<file path="config.mk">
export PLATFORM = sky130hd
export DESIGN_NAME = muldiv_ctrl_flat
export DESIGN_NICKNAME = d
export VERILOG_FILES = /design/src/rtl/muldiv_ctrl_pkg.sv /design/src/rtl/muldiv_ctrl_if.sv /design/src/rtl/muldiv_step.sv /design/src/rtl/muldiv_ctrl.sv /design/src/flat_wrapper.sv
export SDC_FILE = /design/constraint.sdc
export NUM_CORES = 1
export LEC_CHECK = 0
export BUFFER_PORTS_ARGS = -buffer_cell sky130_fd_sc_hd__buf_2
export CAP_MARGIN = 10
export CORE_MARGIN = 1
export CORE_UTILIZATION = 25
export CTS_CLUSTER_DIAMETER = 100
export DETAILED_ROUTE_END_ITERATION = 12
export SLEW_MARGIN = 20
export SYNTH_ARGS = -nofsm -noshare
export SYNTH_HDL_FRONTEND = slang
export SYNTH_SLANG_ARGS = --single-unit
</file>
<file path="constraint.sdc">
create_clock -name clk -period 4.1 [get_ports clk]
set_input_delay 0.615 -clock clk [delete_from_list [all_inputs] [get_ports clk]]
set_output_delay 0.615 -clock clk [all_outputs]
set_load 0.01 [all_outputs]
</file>
<file path="src/rtl/muldiv_ctrl_pkg.sv">
// Shared definitions for the RV32M multiply/divide sequencer: funct3 encodings,
// FSM state encoding and the M-extension funct7 used by the main decoder.
package muldiv_ctrl_pkg;

  localparam logic [2:0] MD_MUL    = 3'b000;
  localparam logic [2:0] MD_MULH   = 3'b001;
  localparam logic [2:0] MD_MULHSU = 3'b010;
  localparam logic [2:0] MD_MULHU  = 3'b011;
  localparam logic [2:0] MD_DIV    = 3'b100;
  localparam logic [2:0] MD_DIVU   = 3'b101;
  localparam logic [2:0] MD_REM    = 3'b110;
  localparam logic [2:0] MD_REMU   = 3'b111;

  localparam logic [6:0] FUNCT7_MULDIV = 7'b0000001;

  typedef enum logic [1:0] {
    S_IDLE = 2'b00,
    S_CALC = 2'b01,
    S_FIX  = 2'b10,
    S_DONE = 2'b11
  } state_e;

  // rs1 is treated as signed for MULH, MULHSU, DIV and REM
  function automatic logic signed_a(input logic [2:0] f3);
    return (f3 == MD_MULH) || (f3 == MD_MULHSU) || (f3 == MD_DIV) || (f3 == MD_REM);
  endfunction

  function automatic logic signed_b(input logic [2:0] f3);
    return (f3 == MD_MULH) || (f3 == MD_DIV) || (f3 == MD_REM);
  endfunction

endpackage

</file>
<file path="src/rtl/muldiv_ctrl_if.sv">
// EX-stage to multiply/divide sequencer handshake: operation request in,
// stall/done/result back.
interface muldiv_ctrl_if #(
  parameter int XLEN = 32
);
  logic            start;
  logic            flush;
  logic [2:0]      funct3;
  logic [XLEN-1:0] src_a;
  logic [XLEN-1:0] src_b;
  logic            stall;
  logic            done;
  logic [XLEN-1:0] result;

  modport master (
    output start, flush, funct3, src_a, src_b,
    input  stall, done, result
  );

  modport slave (
    input  start, flush, funct3, src_a, src_b,
    output stall, done, result
  );
endinterface

</file>
<file path="src/rtl/muldiv_step.sv">
// One radix-2 iteration: shift-add multiply step or restoring-divide step on
// the shared 2*XLEN accumulator ({hi, lo} = {product hi, multiplier} or {remainder, quotient}).
module muldiv_step #(
  parameter int XLEN = 32
) (
  input  logic              is_div,
  input  logic [2*XLEN-1:0] acc,
  input  logic [XLEN-1:0]   operand,
  output logic [2*XLEN-1:0] acc_nx
);

  logic [XLEN:0]   sum_s;
  logic [XLEN+1:0] diff_s;

  // Single-iteration datapath, selected by is_div
  always_comb begin
    sum_s  = {1'b0, acc[2*XLEN-1:XLEN]} + {1'b0, operand};
    diff_s = {1'b0, acc[2*XLEN-1:XLEN-1]} - {2'b00, operand};
    acc_nx = acc;
    if (is_div) begin
      // The shifted partial remainder needs XLEN+1 bits; a clear top bit of
      // the difference means the trial subtraction succeeded.
      if (!diff_s[XLEN+1]) begin
        acc_nx = {diff_s[XLEN-1:0], acc[XLEN-2:0], 1'b1};
      end else begin
        acc_nx = {acc[2*XLEN-2:0], 1'b0};
      end
    end else begin
      if (acc[0]) begin
        acc_nx = {sum_s, acc[XLEN-1:1]};
      end else begin
        acc_nx = {1'b0, acc[2*XLEN-1:1]};
      end
    end
  end

endmodule

</file>
<file path="src/rtl/muldiv_ctrl.sv">
// RV32M sequencer: holds the pipeline while a radix-2 multiply or restoring
// divide iterates XLEN cycles, then applies sign fix-up and emits a done pulse.
module muldiv_ctrl
  import muldiv_ctrl_pkg::*;
#(
  parameter int XLEN = 32
) (
  input  logic        clk,
  input  logic        rst,
  muldiv_ctrl_if.slave bus
);

  localparam int CW = $clog2(XLEN);
  localparam logic [CW-1:0]   CNT_ONE  = {{(CW-1){1'b0}}, 1'b1};
  localparam logic [CW-1:0]   CNT_LAST = CW'(XLEN - 1);
  localparam logic [XLEN-1:0] ONE_X    = {{(XLEN-1){1'b0}}, 1'b1};
  localparam logic [XLEN-1:0] MIN_X    = {1'b1, {(XLEN-1){1'b0}}};
  localparam logic [XLEN-1:0] ONES_X   = {XLEN{1'b1}};
  localparam logic [XLEN-1:0] ZERO_X   = {XLEN{1'b0}};

  state_e            state_r, state_nx_s;
  logic              stall_s;
  logic              launch_s;

  logic [2:0]        op_r;
  logic              neg_res_r;
  logic              neg_rem_r;
  logic [XLEN-1:0]   opnd_r;
  logic [2*XLEN-1:0] acc_r;
  logic [CW-1:0]     cnt_r;
  logic              done_r;
  logic [XLEN-1:0]   result_r;

  logic              sgn_a_s, sgn_b_s;
  logic [XLEN-1:0]   mag_a_s, mag_b_s;
  logic              is_div_in_s;
  logic              div_zero_s, ovf_s, special_s;
  logic [2*XLEN-1:0] acc_init_s;
  logic [XLEN-1:0]   opnd_init_s;
  logic              neg_res_init_s, neg_rem_init_s;

  logic [2*XLEN-1:0] acc_step_s;
  logic [2*XLEN-1:0] prod_fix_s;
  logic [XLEN-1:0]   quo_fix_s, rem_fix_s;
  logic [XLEN-1:0]   fix_sel_s;

  // Operand decode at launch: magnitudes, signs and the divide special cases
  always_comb begin
    sgn_a_s     = signed_a(bus.funct3) & bus.src_a[XLEN-1];
    sgn_b_s     = signed_b(bus.funct3) & bus.src_b[XLEN-1];
    mag_a_s     = sgn_a_s ? (~bus.src_a + ONE_X) : bus.src_a;
    mag_b_s     = sgn_b_s ? (~bus.src_b + ONE_X) : bus.src_b;
    is_div_in_s = bus.funct3[2];
    div_zero_s  = is_div_in_s & (bus.src_b == ZERO_X);
    ovf_s       = ((bus.funct3 == MD_DIV) || (bus.funct3 == MD_REM)) &
                  (bus.src_a == MIN_X) & (bus.src_b == ONES_X);
    special_s   = div_zero_s | ovf_s;
    opnd_init_s = is_div_in_s ? mag_b_s : mag_a_s;
    // Special cases preload the final {remainder, quotient} and disable fix-up
    if (div_zero_s) begin
      acc_init_s = {bus.src_a, ONES_X};
    end else if (ovf_s) begin
      acc_init_s = {ZERO_X, MIN_X};
    end else if (is_div_in_s) begin
      acc_init_s = {ZERO_X, mag_a_s};
    end else begin
      acc_init_s = {ZERO_X, mag_b_s};
    end
    if (special_s) begin
      neg_res_init_s = 1'b0;
      neg_rem_init_s = 1'b0;
    end else begin
      neg_res_init_s = sgn_a_s ^ sgn_b_s;
      neg_rem_init_s = sgn_a_s;
    end
  end

  muldiv_step #(.XLEN(XLEN)) u_step (
    .is_div  (op_r[2]),
    .acc     (acc_r),
    .operand (opnd_r),
    .acc_nx  (acc_step_s)
  );

  // Sign correction and result selection for the FIX state
  always_comb begin
    prod_fix_s = neg_res_r ? (~acc_r + {ZERO_X, ONE_X}) : acc_r;
    quo_fix_s  = neg_res_r ? (~acc_r[XLEN-1:0] + ONE_X) : acc_r[XLEN-1:0];
    rem_fix_s  = neg_rem_r ? (~acc_r[2*XLEN-1:XLEN] + ONE_X) : acc_r[2*XLEN-1:XLEN];
    case (op_r)
      MD_MUL:                       fix_sel_s = prod_fix_s[XLEN-1:0];
      MD_MULH, MD_MULHSU, MD_MULHU: fix_sel_s = prod_fix_s[2*XLEN-1:XLEN];
      MD_DIV, MD_DIVU:              fix_sel_s = quo_fix_s;
      MD_REM, MD_REMU:              fix_sel_s = rem_fix_s;
      default:                      fix_sel_s = ZERO_X;
    endcase
  end

  // FSM state register
  always_ff @(posedge clk or posedge rst) begin
    if (rst) begin
      state_r <= S_IDLE;
    end else begin
      state_r <= state_nx_s;
    end
  end

  // Next-state and stall; flush wins in every state
  always_comb begin
    state_nx_s = state_r;
    stall_s    = 1'b0;
    launch_s   = 1'b0;
    case (state_r)
      S_IDLE: begin
        if (bus.start && !bus.flush) begin
          launch_s   = 1'b1;
          stall_s    = 1'b1;
          state_nx_s = special_s ? S_FIX : S_CALC;
        end else begin
          state_nx_s = S_IDLE;
        end
      end
      S_CALC: begin
        stall_s = 1'b1;
        if (bus.flush) begin
          state_nx_s = S_IDLE;
        end else if (cnt_r == {CW{1'b0}}) begin
          state_nx_s = S_FIX;
        end else begin
          state_nx_s = S_CALC;
        end
      end
      S_FIX: begin
        stall_s = 1'b1;
        if (bus.flush) begin
          state_nx_s = S_IDLE;
        end else begin
          state_nx_s = S_DONE;
        end
      end
      // start is ignored here: it is still the instruction just completed
      S_DONE:  state_nx_s = S_IDLE;
      default: state_nx_s = S_IDLE;
    endcase
  end

  // Datapath registers: operand latch, iteration, result and done pulse
  always_ff @(posedge clk or posedge rst) begin
    if (rst) begin
      op_r      <= 3'b000;
      neg_res_r <= 1'b0;
      neg_rem_r <= 1'b0;
      opnd_r    <= ZERO_X;
      acc_r     <= {2*XLEN{1'b0}};
      cnt_r     <= {CW{1'b0}};
      done_r    <= 1'b0;
      result_r  <= ZERO_X;
    end else begin
      done_r <= 1'b0;
      case (state_r)
        S_IDLE: begin
          if (launch_s) begin
            op_r      <= bus.funct3;
            neg_res_r <= neg_res_init_s;
            neg_rem_r <= neg_rem_init_s;
            opnd_r    <= opnd_init_s;
            acc_r     <= acc_init_s;
            cnt_r     <= CNT_LAST;
          end
        end
        S_CALC: begin
          if (!bus.flush) begin
            acc_r <= acc_step_s;
            cnt_r <= cnt_r - CNT_ONE;
          end
        end
        S_FIX: begin
          if (!bus.flush) begin
            result_r <= fix_sel_s;
            done_r   <= 1'b1;
          end
        end
        S_DONE:  done_r <= 1'b0;
        default: done_r <= 1'b0;
      endcase
    end
  end

  assign bus.stall  = stall_s;
  assign bus.done   = done_r;
  assign bus.result = result_r;

endmodule

</file>
<file path="src/flat_wrapper.sv">
// flat-port wrapper written by rule: the top's interface ports become plain ports
module muldiv_ctrl_flat import muldiv_ctrl_pkg::*;
#(
  parameter int XLEN = 32
)
  (clk, rst, bus_start, bus_flush, bus_funct3, bus_src_a, bus_src_b, bus_stall, bus_done, bus_result);
  muldiv_ctrl_if #(.XLEN(XLEN)) bus_i ();
  input  logic clk;
  input  logic rst;
  input wire logic [$bits(bus_i.start)-1:0] bus_start;
  input wire logic [$bits(bus_i.flush)-1:0] bus_flush;
  input wire logic [$bits(bus_i.funct3)-1:0] bus_funct3;
  input wire logic [$bits(bus_i.src_a)-1:0] bus_src_a;
  input wire logic [$bits(bus_i.src_b)-1:0] bus_src_b;
  output wire logic [$bits(bus_i.stall)-1:0] bus_stall;
  output wire logic [$bits(bus_i.done)-1:0] bus_done;
  output wire logic [$bits(bus_i.result)-1:0] bus_result;
  assign bus_i.start = bus_start;
  assign bus_i.flush = bus_flush;
  assign bus_i.funct3 = bus_funct3;
  assign bus_i.src_a = bus_src_a;
  assign bus_i.src_b = bus_src_b;
  assign bus_stall = bus_i.stall;
  assign bus_done = bus_i.done;
  assign bus_result = bus_i.result;
  muldiv_ctrl #(.XLEN(XLEN)) u_core (.clk(clk), .rst(rst), .bus(bus_i));
endmodule
</file>
==> results of run 1 <==
## metrics by stage
step / setup slack, ns / utilization, % / area (um2) / total power, mW
2_1_floorplan: 0.846 / - / 15300 / 5.09
3_3_place_gp: 0.390 / 27.9 / 16900 / 6.42
3_5_place_dp: 0.405 / 27.9 / 16900 / 6.42
4_1_cts: 0.362 / 28.8 / 17400 / 7.98
5_1_grt: 0.142 / 28.8 / 17400 / 8.57
6_report: 0.291 / 28.8 / 17400 / 8.09
## state kept, by name, indices dropped and copies added (netlist names)
| signal | flops |
|---|---|
| u_core.opnd_r | 32 |
| u_core.cnt_r | 5 |
| u_core.op_r | 3 |
| u_core.bus.result | 32 |
| u_core.neg_rem_r | 1 |
| u_core.state_r | 2 |
| u_core.neg_res_r | 1 |
| u_core.acc_r | 64 |
| u_core.bus.done | 1 |
## cells in the mapped netlist, drive strengths merged, types with 26 or more instances
library cell and instances:
xnor2 95, a21oi 227, a21o 35, xor2 89
nand2b 27, o31ai 26, dfrtp 141, o21ai 184
ha 74, clkbuf 137, a31oi 33, nor3 51
o211ai 27, inv 67, mux2i 52, nand3 38
nor2 167, nand2 228, or3 34
## final timing paths
check	slack, ns	depth (start not counted)	endpoint	start
setup / recovery	0.29	12	u_core.acc_r[55]	u_core.opnd_r[0]
hold / removal	0.37	2	u_core.bus.done	rst
setup reg to reg	0.29	12	u_core.acc_r[55]	u_core.opnd_r[0]
hold reg to reg	0.47	2	u_core.bus.result[27]	u_core.bus.result[27]
max in group asynchronous	2.75	3	u_core.opnd_r[9]	rst
min in group clk	0.44	2	u_core.op_r[1]	bus_funct3[1]
## power by group
part | switching [mW] | total, mW | internal [mW]
sequential | 0.407 | 2.02 | 1.61
clock | 0.672 | 1.54 | 0.865
combinational | 2.76 | 4.54 | 1.78
## cell families (layout without fill, tap and decap cells)
| logic type | count (synthesis) | in the layout | share of synthesized area [%] |
|---|---|---|---|
| AOI/OAI and AO/OA | 702 | 702 | 28.6 |
| xor gates and xnor gates | 184 | 184 | 10.5 |
| adders and majority gates | 76 | 76 | 6.30 |
| buffers and inverters | 223 | 281 | 5.64 |
| DFF | 141 | 141 | 23.0 |
| muxes | 70 | 70 | 4.72 |
| and+or+nand+nor | 680 | 680 | 21.2 |
## area by class of cell
cell class	count	area share (%)
Clock buffer	22	2.66
Inverter	68	1.49
Tap cell	782	5.61
Multi-Input combinational cell	1712	62.8
Timing Repair Buffer	181	6.60
Clock inverter	10	0.524
Sequential cell	141	20.3
## layer usage
metal / vias to the layer above / routed length (um) / global-route usage, %
met2: 860 / 24500 / 27.2
met5: - / 0 / 0
met4: 0 / 1330 / 4.64
met3: 87 / 6560 / 3.99
li1: 7656 / - / -
met1: 7718 / 28200 / 28.7
## critical path, cell delays in order (launching register included)
cell      delay (ns)
dfrtp_1         0.40
ha_1            0.24
fa_1            0.44
a211oi_1        0.35
buf_4           0.18
o211ai_1        0.15
a221oi_1        0.52
a21oi_1         0.22
a21oi_1         0.33
o21bai_1        0.15
xnor2_1         0.14
or3_1           0.31
a32o_1          0.27
==> out/summary.txt, run 1 <==
clock slew at reported path FFs: 0.07 ns
pin count of the biggest net entering global routing: 62
peak fanout along the critical path: 3
Sink Count: 141
Root Buffer: clkbuf_16
Antenna diodes: 0
Mapped Area: 15,300 um2
H-tree Lvls: 4
Critical Path Start Type: flip-flop
commonest non-fill, non-tap cells in the layout: nand2_1 (228), a21oi_1 (227), o21ai_0 (174), nor2_1 (166), dfrtp_1 (139)
core area: 60,500 um2
CTS tree: yes
synth top area cells: dfrtp_1 (23%), a21oi_1 (7.4%), ha_1 (6.0%), o21ai_0 (5.7%), nand2_1 (5.6%)
relative slew slack: 32.1%
Synth area leader: dfrtp_1
drt first pass iters: 6
status: complete, no violations
Syn Nets: 2,223
hold slack final: 0.368 ns
setup TNS: 0 ns
multi-input logic area: 11,000 um2
CP Class: reg -> reg
VDD IR-drop max: 347 uV
row cnt: 90
GRT Residual Overflow: 0
filler cell count: 6,568
global-route usage over all layers: 19.1%
Slew Limit Fails: 0
# nets final: 2,268
Mean Syn Cell Area: 7.38 um2
worst slew pin tran: 1.01 ns
top cell type's share of synthesized area: 23.0%
sequential fraction of the synthesis area: 23.0%
DRC violations left: 0
fmax: 263 MHz
Worst setup EP type: flip-flop
cts hold-fix bufs: 0
Async SR Flop Fraction: 100%
clk buf depth: 2
post-route clock period utilization: 92.9%
DR iter-0 viols: 1,623
Setup Viol. Count Final: 0
Max-Cap Viols: 0
Leak: 7.32 nW
most common library cell in the layout ignoring fill and taps: nand2_1
die height: 250 um
DR vias/cell: 5.60
Cell variety after synth: 79
io pins: 105
Mapped Cells: 2,076
hold crit path type: in -> async
postcts setup bufs: 0
routed vias: 16,300
Synth Warn #: 0
FF+latch area: 3530 um2
post_cts resized: 0
initial core utilization: 25.3%
chip width: 250 um
share of layout cells above drive strength 1: 12.1%
RSZ-0062 raised after global routing: false
I/O Buffers: 104
Area Overhead vs Synth: 13.8%
Die ar.: 62,300 um2
Most used DFF post-synth: dfrtp_1
Post-synth EDFFs: 0
GPL Wtd Cong: 0.936
Cell Count, Final, Fillers Out: 2,916
placed cells: 2,884
Final Hold Violating Endpoints: 0
hpwl dp: 47,100 um
total CTS buffers: 17
FF+latch count, synth: 141
P per Cell Area: 464 nW/um2
Clock Latency Late Sink: 0.45 ns
Worst Skew: 0.0121 ns
CP arrival: 4.15 ns
initial antenna violation count: 0
Routed WL: 60,600 um
Routed Antenna Nets: 0
vias in the first global route: 14,800
DR WL/cell: 20.8 um
first-pass GRT wire length: 92,000 um
min Tclk post-route: 3.81 ns
worst path required time: 4.44 ns
Note: power is estimated with default switching activity, not from simulation.
==> inputs of run 2 (changes only) <==
--- a/config.mk
+++ b/config.mk
@@ -7,10 +7,13 @@
 export LEC_CHECK = 0
 export BUFFER_PORTS_ARGS = -buffer_cell sky130_fd_sc_hd__buf_2
 export CAP_MARGIN = 10
+export CELL_PAD_IN_SITES_DETAIL_PLACEMENT = 2
+export CELL_PAD_IN_SITES_GLOBAL_PLACEMENT = 2
 export CORE_MARGIN = 1
 export CORE_UTILIZATION = 25
 export CTS_CLUSTER_DIAMETER = 100
 export DETAILED_ROUTE_END_ITERATION = 12
+export PLACE_DENSITY_LB_ADDON = 0.1
 export SLEW_MARGIN = 20
 export SYNTH_ARGS = -nofsm -noshare
 export SYNTH_HDL_FRONTEND = slang
==> constraint.sdc (replaced) <==
create_clock -name clk -period 3.85 [get_ports clk]
set_input_delay 0.5775 -clock clk [delete_from_list [all_inputs] [get_ports clk]]
set_output_delay 0.5775 -clock clk [all_outputs]
set_load 0.01 [all_outputs]
==> run 2 against run 1 <==
Compared with the run above: sequential cell count unchanged; largest cell class unchanged; global-route usage increased by 6.1 points; hold slack got worse by 0.31 ns; critical endpoint unchanged.
==> out/summary.txt, run 2 (same netlist as run 1, synthesis figures left out) <==
status: complete, no violations
# nets final: 2,308
Clock Latency Late Sink: 0.50 ns
GPL Wtd Cong: 0.900
initial core utilization: 25.3%
min Tclk post-route: 3.62 ns
most common library cell in the layout ignoring fill and taps: nand2_1
GRT Residual Overflow: 0
hold crit path type: in -> async
CP Class: reg -> reg
hpwl dp: 62,700 um
switching pwr: 4.52 mW
Root Buffer: clkbuf_16
io pins: 105
placed cells: 2,924
Cell Count, Final, Fillers Out: 2,957
Largest Register: u_core.acc_r
critical-path cell list: ha_1 > fa_1 > a211oi_2 > o211ai_1 > a221oi_1 > buf_4 > a21oi_1 > a21oi_1 > o21bai_1 > xnor2_1 > or3_1 > a32o_1
I/O Buffers: 104
total CTS buffers: 17
RSZ-0062 raised after global routing: false
peak fanout along the critical path: 5
Finished Core Util: 29.5%
Routed Antenna Nets: 0
Sink Count: 141
Die ar.: 62,300 um2
core area: 60,500 um2
initial antenna violation count: 6
CP max-delay cell: fa_1
chip width: 250 um
clock power share: 20.3%
Worst Skew: 0.0104 ns
DR iter-0 viols: 834
routed vias: 16,500
CP max stage delay: 0.46 ns
FF+latch area: 3530 um2
Critical Path Start Type: flip-flop
relative slew slack: 28.7%
vias in the first global route: 17,600
setup TNS: 0 ns
share of layout cells above drive strength 1: 13.9%
Sw Ratio: 48.3%
Combinational Power Share: 56.2%
drt first pass iters: 5
VDD IR-drop max: 408 uV
die height: 250 um
worst path required time: 4.23 ns
Worst setup EP type: flip-flop
commonest non-fill, non-tap cells in the layout: nand2_1 (228), a21oi_1 (227), o21ai_0 (174), nor2_1 (166), dfrtp_1 (139)
DR WL/cell: 26.5 um
P per Cell Area: 525 nW/um2
post-placement setup slack: 0.0710 ns
total power: 9.35 mW
Final Hold Violating Endpoints: 0
pin count of the biggest net entering global routing: 99
Leak: 7.55 nW
global-route usage over all layers: 25.2%
multi-input logic area: 11,000 um2
internal power: 4.83 mW
Routed WL: 78,400 um
Slew Limit Fails: 0
H-tree Lvls: 4
Setup Viol. Count Final: 0
filler cell count: 7,071
first-pass GRT wire length: 118,000 um
row cnt: 90
DR vias/cell: 5.58
DRC violations left: 0
CTS tree: yes
setup ws final: 0.227 ns
most frequent CP cell: a21oi_1
max FFs per register: 64
Reg power frac: 23.4%
worst slew pin tran: 1.07 ns
post-route clock period utilization: 94.1%
clk buf depth: 2
Area Overhead vs Synth: 16.2%
cts hold-fix bufs: 0
clock slew at reported path FFs: 0.07 ns
Max-Cap Viols: 0
fmax: 276 MHz
CP arrival: 4.01 ns
run 2: cell types whose count changed in the layout (fill, tap and decap cells not counted), sizes merged:
cell | before | now
clkbuf | 22 | 21
diode | 0 | 1
bufinv | 1 | 4
buf | 181 | 221
clkinv | 8 | 6
run 2: power groups by stage:
stage,registers [mW],logic [mW],clock network [mW]
3_5_place_dp,2.21,5.20,0
3_3_place_gp,2.19,5.09,0
4_1_cts,2.18,5.24,1.96
5_1_grt,2.23,5.71,2.00
6_report,2.19,5.26,1.90
2_1_floorplan,1.92,3.51,0
run 2: critical path, delay by kind of cell (launching register included):
kind / cells / cell delay (ns)
flops: 1 / 0.42
xor+xnor: 1 / 0.14
compound gates: 7 / 1.71
simple gates: 1 / 0.32
fa+ha+maj: 2 / 0.75
buf+inv: 1 / 0.19
run 2: per-layer routing:
layer  vias up  share of wire (%)  track usage (%)
li1       7708                  -                -
met1      8416                 50             35.5
met2       305                 45             40.6
met3        65                3.3             2.82
met4         0                2.1             6.58
met5         -                  0                0
run 2: cell type report:
class                           count  share of cell area, %
Timing Repair Buffer              221                   8.08
Inverter                           68                   1.45
Tap cell                          782                   5.49
Clock buffer                       21                   2.64
Multi-Input combinational cell   1712                   61.6
Clock inverter                     11                  0.920
Antenna cell                        1                 0.0140
Sequential cell                   141                   19.8
run 2: path summary, 6_finish.rpt:
check	to	from	slack, ns	cells after the start
hold / removal	u_core.bus.done	rst	0.05	2
setup / recovery	u_core.acc_r[55]	u_core.acc_r[32]	0.23	12
max in group asynchronous	u_core.opnd_r[23]	rst	2.78	3
hold reg to reg	u_core.bus.result[9]	u_core.bus.result[9]	0.48	2
min in group clk	u_core.op_r[1]	bus_funct3[1]	0.34	2
setup reg to reg	u_core.acc_r[55]	u_core.acc_r[32]	0.23	12
run 2: repair_timing:
item / in CTS / in global routing
setup buffers: 0 / 0
setup endpoints to repair: 0 / 4
resized for setup: 0 / 1
run 2: through the flow:
step	instance area [um2]	hold WS (ns)
after global routing	17800	0.0615
after global placement	17200	0.460
final	17800	0.0541
after floorplan	15300	0.462
after CTS	17800	0.0380
after detailed placement	17200	0.471
==> inputs of run 3 (changes only) <==
--- a/config.mk
+++ b/config.mk
@@ -14,6 +14,7 @@
 export CTS_CLUSTER_DIAMETER = 100
 export DETAILED_ROUTE_END_ITERATION = 12
 export PLACE_DENSITY_LB_ADDON = 0.1
+export SKIP_CTS_REPAIR_TIMING = 1
 export SLEW_MARGIN = 20
 export SYNTH_ARGS = -nofsm -noshare
 export SYNTH_HDL_FRONTEND = slang
==> constraint.sdc (replaced) <==
create_clock -name clk -period 3.85 [get_ports clk]
set_input_delay 0.77 -clock clk [delete_from_list [all_inputs] [get_ports clk]]
set_output_delay 0.77 -clock clk [all_outputs]
set_load 0.01 [all_outputs]
==> run 3 against run 2 <==
Compared with the run above: clock skew grew 0.0031 ns; worst setup slack lost 0.053 ns; sequential power is essentially flat; first-iteration DRC count grew 14%; register-to-register slack lost 0.05 ns; sequential share of layout area shrank 0.16 points; hold slack gained 0.13 ns.
==> out/summary.txt, run 3 (same netlist as run 1, synthesis figures left out) <==
status: complete, no violations
RSZ-0062 raised after global routing: false
DR WL/cell: 27.0 um
GRT Residual Overflow: 0
drt first pass iters: 7
most common library cell in the layout ignoring fill and taps: nand2_1
hold crit path type: in -> async
I/O Buffers: 104
DR iter-0 viols: 954
Area Overhead vs Synth: 17.2%
Sw Ratio: 50.1%
critical-path cell list: ha_1 > fa_1 > a211oi_1 > o211ai_1 > a221oi_1 > buf_4 > a21oi_1 > a21oi_1 > o21bai_1 > xnor2_1 > or3_1 > a32o_1
Crit. Startpoint: u_core.opnd_r[0]
DRC violations left: 0
critical path endpoint: u_core.acc_r[55]
FF+latch area: 3530 um2
initial antenna violation count: 1
Leak: 7.64 nW
routed vias: 16,800
flop2flop setup slack: 0.17 ns
Cell Count, Final, Fillers Out: 2,982
clock slew at reported path FFs: 0.07 ns
die height: 250 um
vias in the first global route: 17,700
share of layout cells above drive strength 1: 15.0%
Worst Skew: 0.0135 ns
worst path required time: 4.24 ns
VDD IR-drop max: 354 uV
Reg power frac: 23.1%
CP Class: reg -> reg
Worst setup EP type: flip-flop
Routed Antenna Nets: 0
post-route clock period utilization: 95.5%
peak fanout along the critical path: 3
H-tree Lvls: 4
total CTS buffers: 17
fmax: 272 MHz
most frequent CP cell: a21oi_1
FF-to-FF Start: u_core.opnd_r[0]
Die ar.: 62,300 um2
Sink Count: 141
hpwl dp: 64,200 um
Setup Viol. Count Final: 0
CP arrival: 4.06 ns
setup TNS: 0 ns
R2R depth: 12
commonest non-fill, non-tap cells in the layout: nand2_1 (228), a21oi_1 (227), o21ai_0 (174), nor2_1 (165)
Clock Latency Late Sink: 0.51 ns
Root Buffer: clkbuf_16
filler cell count: 7,153
first-pass GRT wire length: 120,000 um
CTS tree: yes
GPL Wtd Cong: 0.895
total power: 9.36 mW
Combinational Power Share: 58.4%
clock power share: 18.5%
min Tclk post-route: 3.68 ns
Largest Register: u_core.acc_r
global-route usage over all layers: 26.0%
CP bufs+invs: 1
hold slack final: 0.182 ns
Max-Cap Viols: 0
worst slew pin tran: 1.09 ns
P per Cell Area: 521 nW/um2
placed cells: 2,950
Critical Path Start Type: flip-flop
relative slew slack: 27.2%
Routed WL: 80,600 um
multi-input logic area: 11,000 um2
cell count along the critical path: 12
switching pwr: 4.69 mW
crit-path leading delay family: compound AO/OA/AOI/OAI gates
CP max stage delay: 0.47 ns
CP max-delay cell: fa_1
io pins: 105
clk buf depth: 2
# nets final: 2,334
r2r endpoint: u_core.acc_r[55]
core area: 60,500 um2
DR vias/cell: 5.63
Final Hold Violating Endpoints: 0
initial core utilization: 25.3%
pin count of the biggest net entering global routing: 80
Antenna diodes: 0
internal power: 4.67 mW
row cnt: 90
max FFs per register: 64
Slew Limit Fails: 0
chip width: 250 um
==> run 3: cell count changes in the layout (fill, tap and decap cells not counted), sizes merged <==
cell / change
buf: +26
diode: -1
clkinvlp: +3
clkbuf: -3
bufinv: -3
inv: +4
clkinv: -1
==> run 3: worst min path at each step <==
| stage | from | end | slack (ns) |
|---|---|---|---|
| CTS | rst | u_core.bus.result[2] | 0.15 |
| detailed placement | u_core.bus.result[27] | u_core.bus.result[27] | 0.47 |
| global route | rst | u_core.bus.result[2] | 0.16 |
| global placement | u_core.bus.result[7] | u_core.bus.result[7] | 0.46 |
| floorplan | u_core.cnt_r[0] | u_core.cnt_r[0] | 0.46 |
| finish | rst | u_core.bus.result[2] | 0.18 |
==> run 3: worst reg2reg max path, cell delays in order (launching register included) <==
cell      delay (ns)
dfrtp_1         0.41
ha_1            0.24
fa_1            0.47
a211oi_1        0.41
o211ai_1        0.24
a221oi_1        0.30
buf_4           0.19
a21oi_1         0.11
a21oi_1         0.33
o21bai_1        0.15
xnor2_1         0.14
or3_1           0.30
a32o_1          0.26
==> run 3: stage by stage <==
| step | util (%) | worst slack, ns | area, um2 |
|---|---|---|---|
| 6_report | 29.7 | 0.174 | 18000 |
| 4_1_cts | 29.7 | 0.172 | 18000 |
| 5_1_grt | 29.7 | 0.00277 | 18000 |
| 2_1_floorplan | - | 0.507 | 15300 |
| 3_3_place_gp | 28.8 | 0.0944 | 17400 |
| 3_5_place_dp | 28.8 | 0.0398 | 17400 |
==> run 3: power groups by stage <==
stage               combinational [mW]  sequential, mW  clock, mW
detailed placement                5.39            2.18          0
CTS                               5.43            2.15       1.79
global placement                  5.29            2.17          0
finish                            5.47            2.16       1.73
floorplan                         3.51            1.92          0
global route                      5.92            2.20       1.82
==> run 3: area by class of cell <==
cell class / instances / share of cell area, %
multi-input cells: 1712 / 61.0
flip-flops and latches: 141 / 19.7
repair buffers: 247 / 9.24
well taps: 782 / 5.45
clock buffers: 18 / 2.39
inverters: 68 / 1.44
clock inverters: 14 / 0.759
==> run 3: per-layer routing <==
layer / GRT usage, % / vias up / share of wire, % / routed length (um)
li1: - / 7772 / - / -
met1: 37.6 / 8583 / 50 / 40600
met2: 41.2 / 368 / 45 / 36000
met3: 2.90 / 55 / 3.6 / 2880
met4: 5.20 / 0 / 1.3 / 1050
met5: 0 / - / 0 / 0
